$ cat config.mk
export PLATFORM = sky130hd
export DESIGN_NAME = acondicionador_senal
export DESIGN_NICKNAME = d
export VERILOG_FILES = /design/src/rtl/acond_pkg.sv /design/src/rtl/sincronizador.sv /design/src/rtl/acondicionador_senal.sv
export SDC_FILE = /design/constraint.sdc
export NUM_CORES = 1
export LEC_CHECK = 0
export ABC_CLOCK_PERIOD_IN_PS = 2100
export BUFFER_PORTS_ARGS = -buffer_cell sky130_fd_sc_hd__buf_4
export CAP_MARGIN = 20
export CORE_MARGIN = 2
export CORE_UTILIZATION = 55
export CTS_CLUSTER_SIZE = 24
export DETAILED_ROUTE_END_ITERATION = 8
export HOLD_SLACK_MARGIN = 0.08
export PLACE_DENSITY = 0.74
export SLEW_MARGIN = 5
export SYNTH_ARGS = -nofsm -noshare
export SYNTH_HDL_FRONTEND = slang
export SYNTH_SLANG_ARGS = --single-unit
$ cat constraint.sdc
create_clock -name clk -period 2.1 [get_ports clk]
set_input_delay 0.525 -clock clk [delete_from_list [all_inputs] [get_ports clk]]
set_output_delay 0.525 -clock clk [all_outputs]
set_load 0.01 [all_outputs]
$ cat src/rtl/acond_pkg.sv
// Shared constants for the external square-wave front end: FSM states and
// board-clock defaults for the prescaler and loss-of-signal timeout.
package acond_pkg;

  typedef enum logic [1:0] {
    ST_ESPERA  = 2'd0,
    ST_ACTIVA  = 2'd1,
    ST_PERDIDA = 2'd2
  } estado_t;

  // 50 MHz board clock: one tick per microsecond, 255 us without a rising edge
  localparam int PRESC_DEF   = 50;
  localparam int TIMEOUT_DEF = 255;
  localparam int TO_W_DEF    = 8;

endpackage

$ cat src/rtl/sincronizador.sv
// Flop chain bringing an asynchronous level into the clk domain; shared with
// the push-button inputs.
module sincronizador #(
  parameter int SYNC_STAGES = 2
) (
  input  logic clk,
  input  logic reset,
  input  logic d,
  output logic q
);

  logic [SYNC_STAGES-1:0] cadena;

  always_ff @(posedge clk) begin
    if (reset) begin
      cadena <= '0;
    end else begin
      cadena <= {cadena[SYNC_STAGES-2:0], d};
    end
  end

  assign q = cadena[SYNC_STAGES-1];

endmodule

$ cat src/rtl/acondicionador_senal.sv
// Front end for the period counter: synchronises and deglitches the external
// square wave, emits edge strobes, a time-base tick and a loss-of-signal flag.
module acondicionador_senal
  import acond_pkg::*;
#(
  parameter int SYNC_STAGES   = 2,
  parameter int FILTER_LEN    = 4,
  parameter int PRESC         = PRESC_DEF,
  parameter int TIMEOUT_TICKS = TIMEOUT_DEF,
  parameter int TO_W          = TO_W_DEF
) (
  input  logic clk,
  input  logic reset,
  input  logic i_senal,
  output logic o_nivel,
  output logic o_flanco_sub,
  output logic o_flanco_baj,
  output logic o_glitch,
  output logic o_tick,
  output logic o_sin_senal
);

  localparam int F_W = (FILTER_LEN > 1) ? $clog2(FILTER_LEN) : 1;
  localparam int P_W = (PRESC > 1) ? $clog2(PRESC) : 1;
  localparam logic [F_W-1:0]  F_LAST  = F_W'(FILTER_LEN - 1);
  localparam logic [P_W-1:0]  P_LAST  = P_W'(PRESC - 1);
  localparam logic [TO_W-1:0] TO_LAST = TO_W'(TIMEOUT_TICKS - 1);

  logic            s;
  logic [F_W-1:0]  cnt_f;
  logic [P_W-1:0]  cnt_p;
  logic [TO_W-1:0] cnt_to, cnt_to_sig;
  estado_t         estado, estado_sig;

  sincronizador #(.SYNC_STAGES(SYNC_STAGES)) u_sinc (
    .clk  (clk),
    .reset(reset),
    .d    (i_senal),
    .q    (s)
  );

  // Level filter: the synchronised input must disagree with o_nivel for
  // FILTER_LEN consecutive clocks before the level flips.
  always_ff @(posedge clk) begin
    if (reset) begin
      o_nivel      <= 1'b0;
      cnt_f        <= '0;
      o_flanco_sub <= 1'b0;
      o_flanco_baj <= 1'b0;
      o_glitch     <= 1'b0;
    end else begin
      o_flanco_sub <= 1'b0;
      o_flanco_baj <= 1'b0;
      o_glitch     <= 1'b0;
      if (s != o_nivel) begin
        if (cnt_f == F_LAST) begin
          o_nivel      <= s;
          cnt_f        <= '0;
          o_flanco_sub <= s;
          o_flanco_baj <= ~s;
        end else begin
          cnt_f <= cnt_f + 1'b1;
        end
      end else begin
        cnt_f    <= '0;
        o_glitch <= (cnt_f != '0);
      end
    end
  end

  always_ff @(posedge clk) begin
    if (reset) begin
      cnt_p  <= '0;
      o_tick <= 1'b0;
    end else begin
      o_tick <= (cnt_p == P_LAST);
      cnt_p  <= (cnt_p == P_LAST) ? '0 : cnt_p + 1'b1;
    end
  end

  // Loss-of-signal FSM driven by the registered strobe and tick; a rising
  // strobe always wins over a tick arriving in the same cycle.
  always_comb begin
    estado_sig = estado;
    cnt_to_sig = cnt_to;
    case (estado)
      ST_ESPERA, ST_PERDIDA: begin
        if (o_flanco_sub) begin
          estado_sig = ST_ACTIVA;
          cnt_to_sig = '0;
        end
      end
      ST_ACTIVA: begin
        if (o_flanco_sub) begin
          cnt_to_sig = '0;
        end else if (o_tick) begin
          if (cnt_to == TO_LAST) begin
            estado_sig = ST_PERDIDA;
            cnt_to_sig = '0;
          end else begin
            cnt_to_sig = cnt_to + 1'b1;
          end
        end
      end
      default: begin
        estado_sig = ST_ESPERA;
        cnt_to_sig = '0;
      end
    endcase
  end

  always_ff @(posedge clk) begin
    if (reset) begin
      estado      <= ST_ESPERA;
      cnt_to      <= '0;
      o_sin_senal <= 1'b1;
    end else begin
      estado      <= estado_sig;
      cnt_to      <= cnt_to_sig;
      o_sin_senal <= (estado_sig != ST_ACTIVA);
    end
  end

endmodule

* After elaboration in Yosys (flattened, before gate mapping)
Index checks and enable logic that the tools add are counted.
** Operators by class
- Equality and inequality tests :: 9
- Muxes and demuxes :: 10
- Add/subtract/negate cells :: 3
- Reductions and logical operators :: 9
- Bitwise gates (word level) :: 3
** Operators with widths (number)
- $mux W8 :: 4
- $pmux W8 S2 :: 1
- $add A8 B1 Y8 const B :: 1
- $eq A8 B8 Y1 const B :: 1
- $mux W2 :: 4
- $add A6 B1 Y6 const B :: 1
- $eq A6 B6 Y1 const B :: 1
- $reduce_or A2 Y1 :: 3
- $reduce_or A3 Y1 :: 2
- $eq A2 B2 Y1 const B :: 2
- $pmux W2 S2 :: 1
- $reduce_and A2 Y1 :: 2
- $ne A3 B3 Y1 const B :: 1
- $not A1 Y1 :: 3
- $add A2 B1 Y2 const B :: 1
- $eq A2 B1 Y1 const B :: 1
- $logic_not A2 Y1 :: 1
- $ne A2 B1 Y1 const B :: 1
- $ne A2 B2 Y1 const B :: 1
- $reduce_bool A2 Y1 :: 1
- $ne A1 B1 Y1 :: 1
** Storage, ports and cells
- Flip-flop bits (word level) :: 26
- Logic and storage cells :: 45

* Logic depth before layout (Yosys ltp)
- Depth after elaboration :: 6
- Mapped depth :: 6

* Cells and area by module
From an unflattened synthesis, not the netlist that was laid out.
** Second synthesis, totals
- Cell total of the unflattened synthesis :: 109
- Area total of the unflattened synthesis :: 1077.3 µm²
** By module, submodules not included
- acondicionador_senal :: area an instance 1024.7 µm², cells each 105, instances 1
- sincronizador :: area an instance 52.6 µm², cells each 4, instances 1

* Worst setup path before layout
No wires, ideal clock.
- Kind :: reg2reg
- Start :: reg cnt_to[0]
- End :: reg cnt_to[6]
- Cell stages (with the launch flop) :: 7
- Data required time :: 2035 ps
- Slack :: 699 ps
- Path buffers :: 0
- Arrival :: 1337 ps
- Path through :: dfxtp_1 inv_1 ha_1 and3_1 a211oi_1 a31oi_1 nor2_1
** Between the ends
- Longest elaborated chain between the ends :: 5
- Elaborated cells between the ends (all ways) :: 6
- Those cells by class :: add/sub (1); eq/ne (1); mux (4)
** Ends and longest elaborated chain
- start, declared :: line acondicionador_senal.sv:32 : logic [TO_W-1:0] cnt_to, cnt_to_sig;
- start signal, assigned :: line acondicionador_senal.sv:119 : cnt_to <= cnt_to_sig;
- $add A8 B1 Y8 / $eq A8 B8 Y1 (equally long branches) :: line acondicionador_senal.sv:101, acondicionador_senal.sv:97
- $mux W8 (*) :: line acondicionador_senal.sv:97 : if (cnt_to == TO_LAST) begin
- $mux W8 (*) :: line acondicionador_senal.sv:96 : end else if (o_tick) begin
- $mux W8 (*) :: line acondicionador_senal.sv:94 : if (o_flanco_sub) begin
- $pmux W8 S2 (*) :: line acondicionador_senal.sv:86 : case (estado)
Every way passes the cells marked *; elsewhere a longest branch is shown, timed or not. The select of a mux whose other input is x is not followed.
A chain may end at the register's enable or synchronous reset.

* Final worst setup path
- Start :: reg o_flanco_sub
- End :: out o_flanco_sub
** RTL lines
- start, declared :: line acondicionador_senal.sv:16 : output logic o_flanco_sub,
- start signal, assigned :: line acondicionador_senal.sv:59 : o_flanco_sub <= s;
No word-level cell between the ends.

==> impl_metrics.toml <==
[critical_path]
max_stage_delay_ns = 0.58
crit_type = "flop to primary output"
cp_cell_sequence = "buf_4"
worstSetupEndpointType = "primary output"
cp_slowest_cell = "dfxtp_1"
critPathRequiredTime_ns = 1.57
cp.buffers_inverters = 1
crit_family = "flip-flops"
path_max_fanout = 11
cp.arrival_ns = 1.09
start_kind = "flop"

[grt]
grt_antenna_before_repair = 0
grt-ovfl-total = 0
grt_usage = 0.188
grt_pass1_wl_um = 3490
grt_max_degree = 16
grt_pass1_vias = 830

[sta]
worst_slew_pin_slew_ns = 0.376
rsz0062_at_grt = "false"
maxSlewHeadroom = 0.748
drv_slew = 0
setup_ws_ns = 0.483
whs_ns = 0.412
fmax_ghz = 0.618
hold_viol = 0
finalCritPeriodShare = 0.770
skew_ns = 0.00388
min_period_ns = 1.62
tns_ns = 0
setup_viol = 0

[logic_synthesis]
syn_nets = 122
yosys_warnings = 0
syn_inst = 113
synth_cell_types = 38
syn-cell-area_um2 = 1120
syn-mean-instance-area_um2 = 9.91
yosysSeqAreaShare = 0.465
synth_seq_cells = 26

[power_and_ir_drop]
p_int_uw = 621
leakage_nw = 0.462
p_clk_frac = 0.321
p_seq_frac = 0.642
p_switching_uw = 169
power_frac_comb = 0.037
ir_drop_uv = 595
p_per_area_nw_per_um2 = 642
swShare = 0.214

[floorplanning]
start_util = 0.577
fp.dieW_um = 49.1
die_area_um2 = 2410
fp.coreArea_um2 = 1940
fp.dieH_um = 49.1
fp-row-count = 16
pin_count = 9

[clock_network]
numCtsBuffers = 3
cts.clk_slew.worst_paths_ns = 0.14
cts_hold_buf = 0
clkLatencyLatePin_ns = 0.32
root_buffer = "clkbuf_4"
htree_levels = 1
clockBufferDepth = 2
cts-resized-gates = 0
cts_tree = "built"
post_cts_buffers = 0
cts_num_sinks = 26

[layout]
diodes = 0
seq_area_um2 = 520
drive_gt1_frac = 0.131
areaGrowthSynthToFinish_pct = 9.83
fin_nets = 132
fillers = 165
multiInputGateArea_um2 = 564

[route]
dr_wl_met3_um = 69
final_antenna_net_count = 0
drc_errors = 0
vias_per_cell = 5.51
dr_wl_met2_um = 910
vias = 821
top_layer = "met4"
wire_per_inst_um = 12.7
wirelength_um = 1890
wl_met1_um = 897
drt_iter0_markers = 8
dr.pass1.iters = 5

[placement]
place_ws_ns = 0.433
dp_hpwl_um = 1390
io_buffers = 8
place.gp.congestion = 0.808

[flow_run]
drv_cap = 0

[status]
status = "completed"

[hold_path]
hold_path.class = "input port to flop"
cells by family after synthesis:
logic type | count (synthesis) | synth area share
AOI/OAI and AO/OA | 18 | 0.128
xor gates and xnor gates | 11 | 0.0860
adders and majority gates | 6 | 0.0670
buffers and inverters | 7 | 0.0313
DFF | 26 | 0.465
muxes | 1 | 0.00894
and+or+nand+nor | 44 | 0.213
synthesized netlist by cell type, drive strengths merged:
| master | count | area share |
|---|---|---|
| a21boi | 1 | 0.0067 |
| a31oi | 1 | 0.0056 |
| o21a | 2 | 0.020 |
| xnor2 | 5 | 0.039 |
| nor4 | 1 | 0.0056 |
| nand3b | 1 | 0.0067 |
| nor2 | 19 | 0.064 |
| a22o | 1 | 0.0078 |
| nand3 | 3 | 0.013 |
| nor4b | 1 | 0.0078 |
| o31ai | 1 | 0.0067 |
| nand4 | 3 | 0.017 |
| or2b | 1 | 0.0067 |
| and4 | 1 | 0.0078 |
| a211oi | 2 | 0.018 |
| dfxtp | 26 | 0.46 |
| nand4b | 1 | 0.0078 |
| or2 | 2 | 0.011 |
| a21o | 1 | 0.013 |
| xor2 | 6 | 0.047 |
| buf | 2 | 0.015 |
| nor2b | 2 | 0.011 |
| ha | 6 | 0.067 |
| a21oi | 3 | 0.013 |
| inv | 4 | 0.013 |
| o21ai | 3 | 0.013 |
| and3 | 2 | 0.011 |
| nor4bb | 2 | 0.018 |
| mux2i | 1 | 0.0089 |
| o2111ai | 3 | 0.023 |
| clkbuf | 1 | 0.0033 |
| nand2 | 2 | 0.0067 |
| nor3b | 2 | 0.013 |
| nand2b | 1 | 0.0056 |
metal layers:
metal  global-route usage  vias to the layer above
li1                     -                      412
met3               0.0276                        2
met5                    0                        -
met1                0.244                      387
met2                0.304                       20
met4               0.0952                        0
per-stage QoR:
step	util	std cells	instance area, um2	total power [mW]
6_report	0.633	149	1230	0.790
5_1_grt	0.633	149	1230	0.819
4_1_cts	0.633	149	1230	0.797
3_5_place_dp	0.615	145	1190	0.548
3_3_place_gp	0.615	145	1190	0.546
2_1_floorplan	-	113	1120	0.537
area by class of cell:
class                           instances  area share
Inverter                                4      0.0122
Sequential cell                        26       0.423
Tap cell                               27      0.0275
Timing Repair Buffer                    8      0.0488
Multi-Input combinational cell         80       0.459
Clock buffer                            4      0.0295
state kept, by name, indices dropped and copies added, names as in the netlist:
register	flops
u_sinc.cadena	2
estado	2
o_tick	1
cnt_p	6
o_flanco_sub	1
cnt_to	8
o_glitch	1
cnt_f	2
o_flanco_baj	1
o_nivel	1
o_sin_senal	1
power by group through the flow:
stage | registers, mW | logic [mW] | clock network (mW)
6_report | 0.507 | 0.0294 | 0.253
5_1_grt | 0.508 | 0.0334 | 0.278
4_1_cts | 0.507 | 0.0298 | 0.260
3_5_place_dp | 0.518 | 0.0296 | 0
3_3_place_gp | 0.518 | 0.0281 | 0
2_1_floorplan | 0.517 | 0.0205 | 0
placed cells by master (no fill, tap or decap), drive strengths merged, types with 3 or more instances in the layout:
cell type,Yosys,final
inv,4,4
a21oi,3,3
nor2,19,19
o21ai,3,3
nand4,3,3
ha,6,6
nand3,3,3
clkbuf,1,4
buf,2,8
xor2,6,6
dfxtp,26,26
o2111ai,3,3
xnor2,5,5
final timing paths:
kind	cells past startpoint	slack [ns]	from	to
hold / removal	2	0.41	i_senal	u_sinc.cadena[0]
setup reg to reg	6	0.51	cnt_to[0]	cnt_to[6]
setup / recovery	1	0.48	o_flanco_sub	o_flanco_sub
hold reg to reg	1	0.47	u_sinc.cadena[0]	u_sinc.cadena[1]
(Power assumes the default switching activity.)
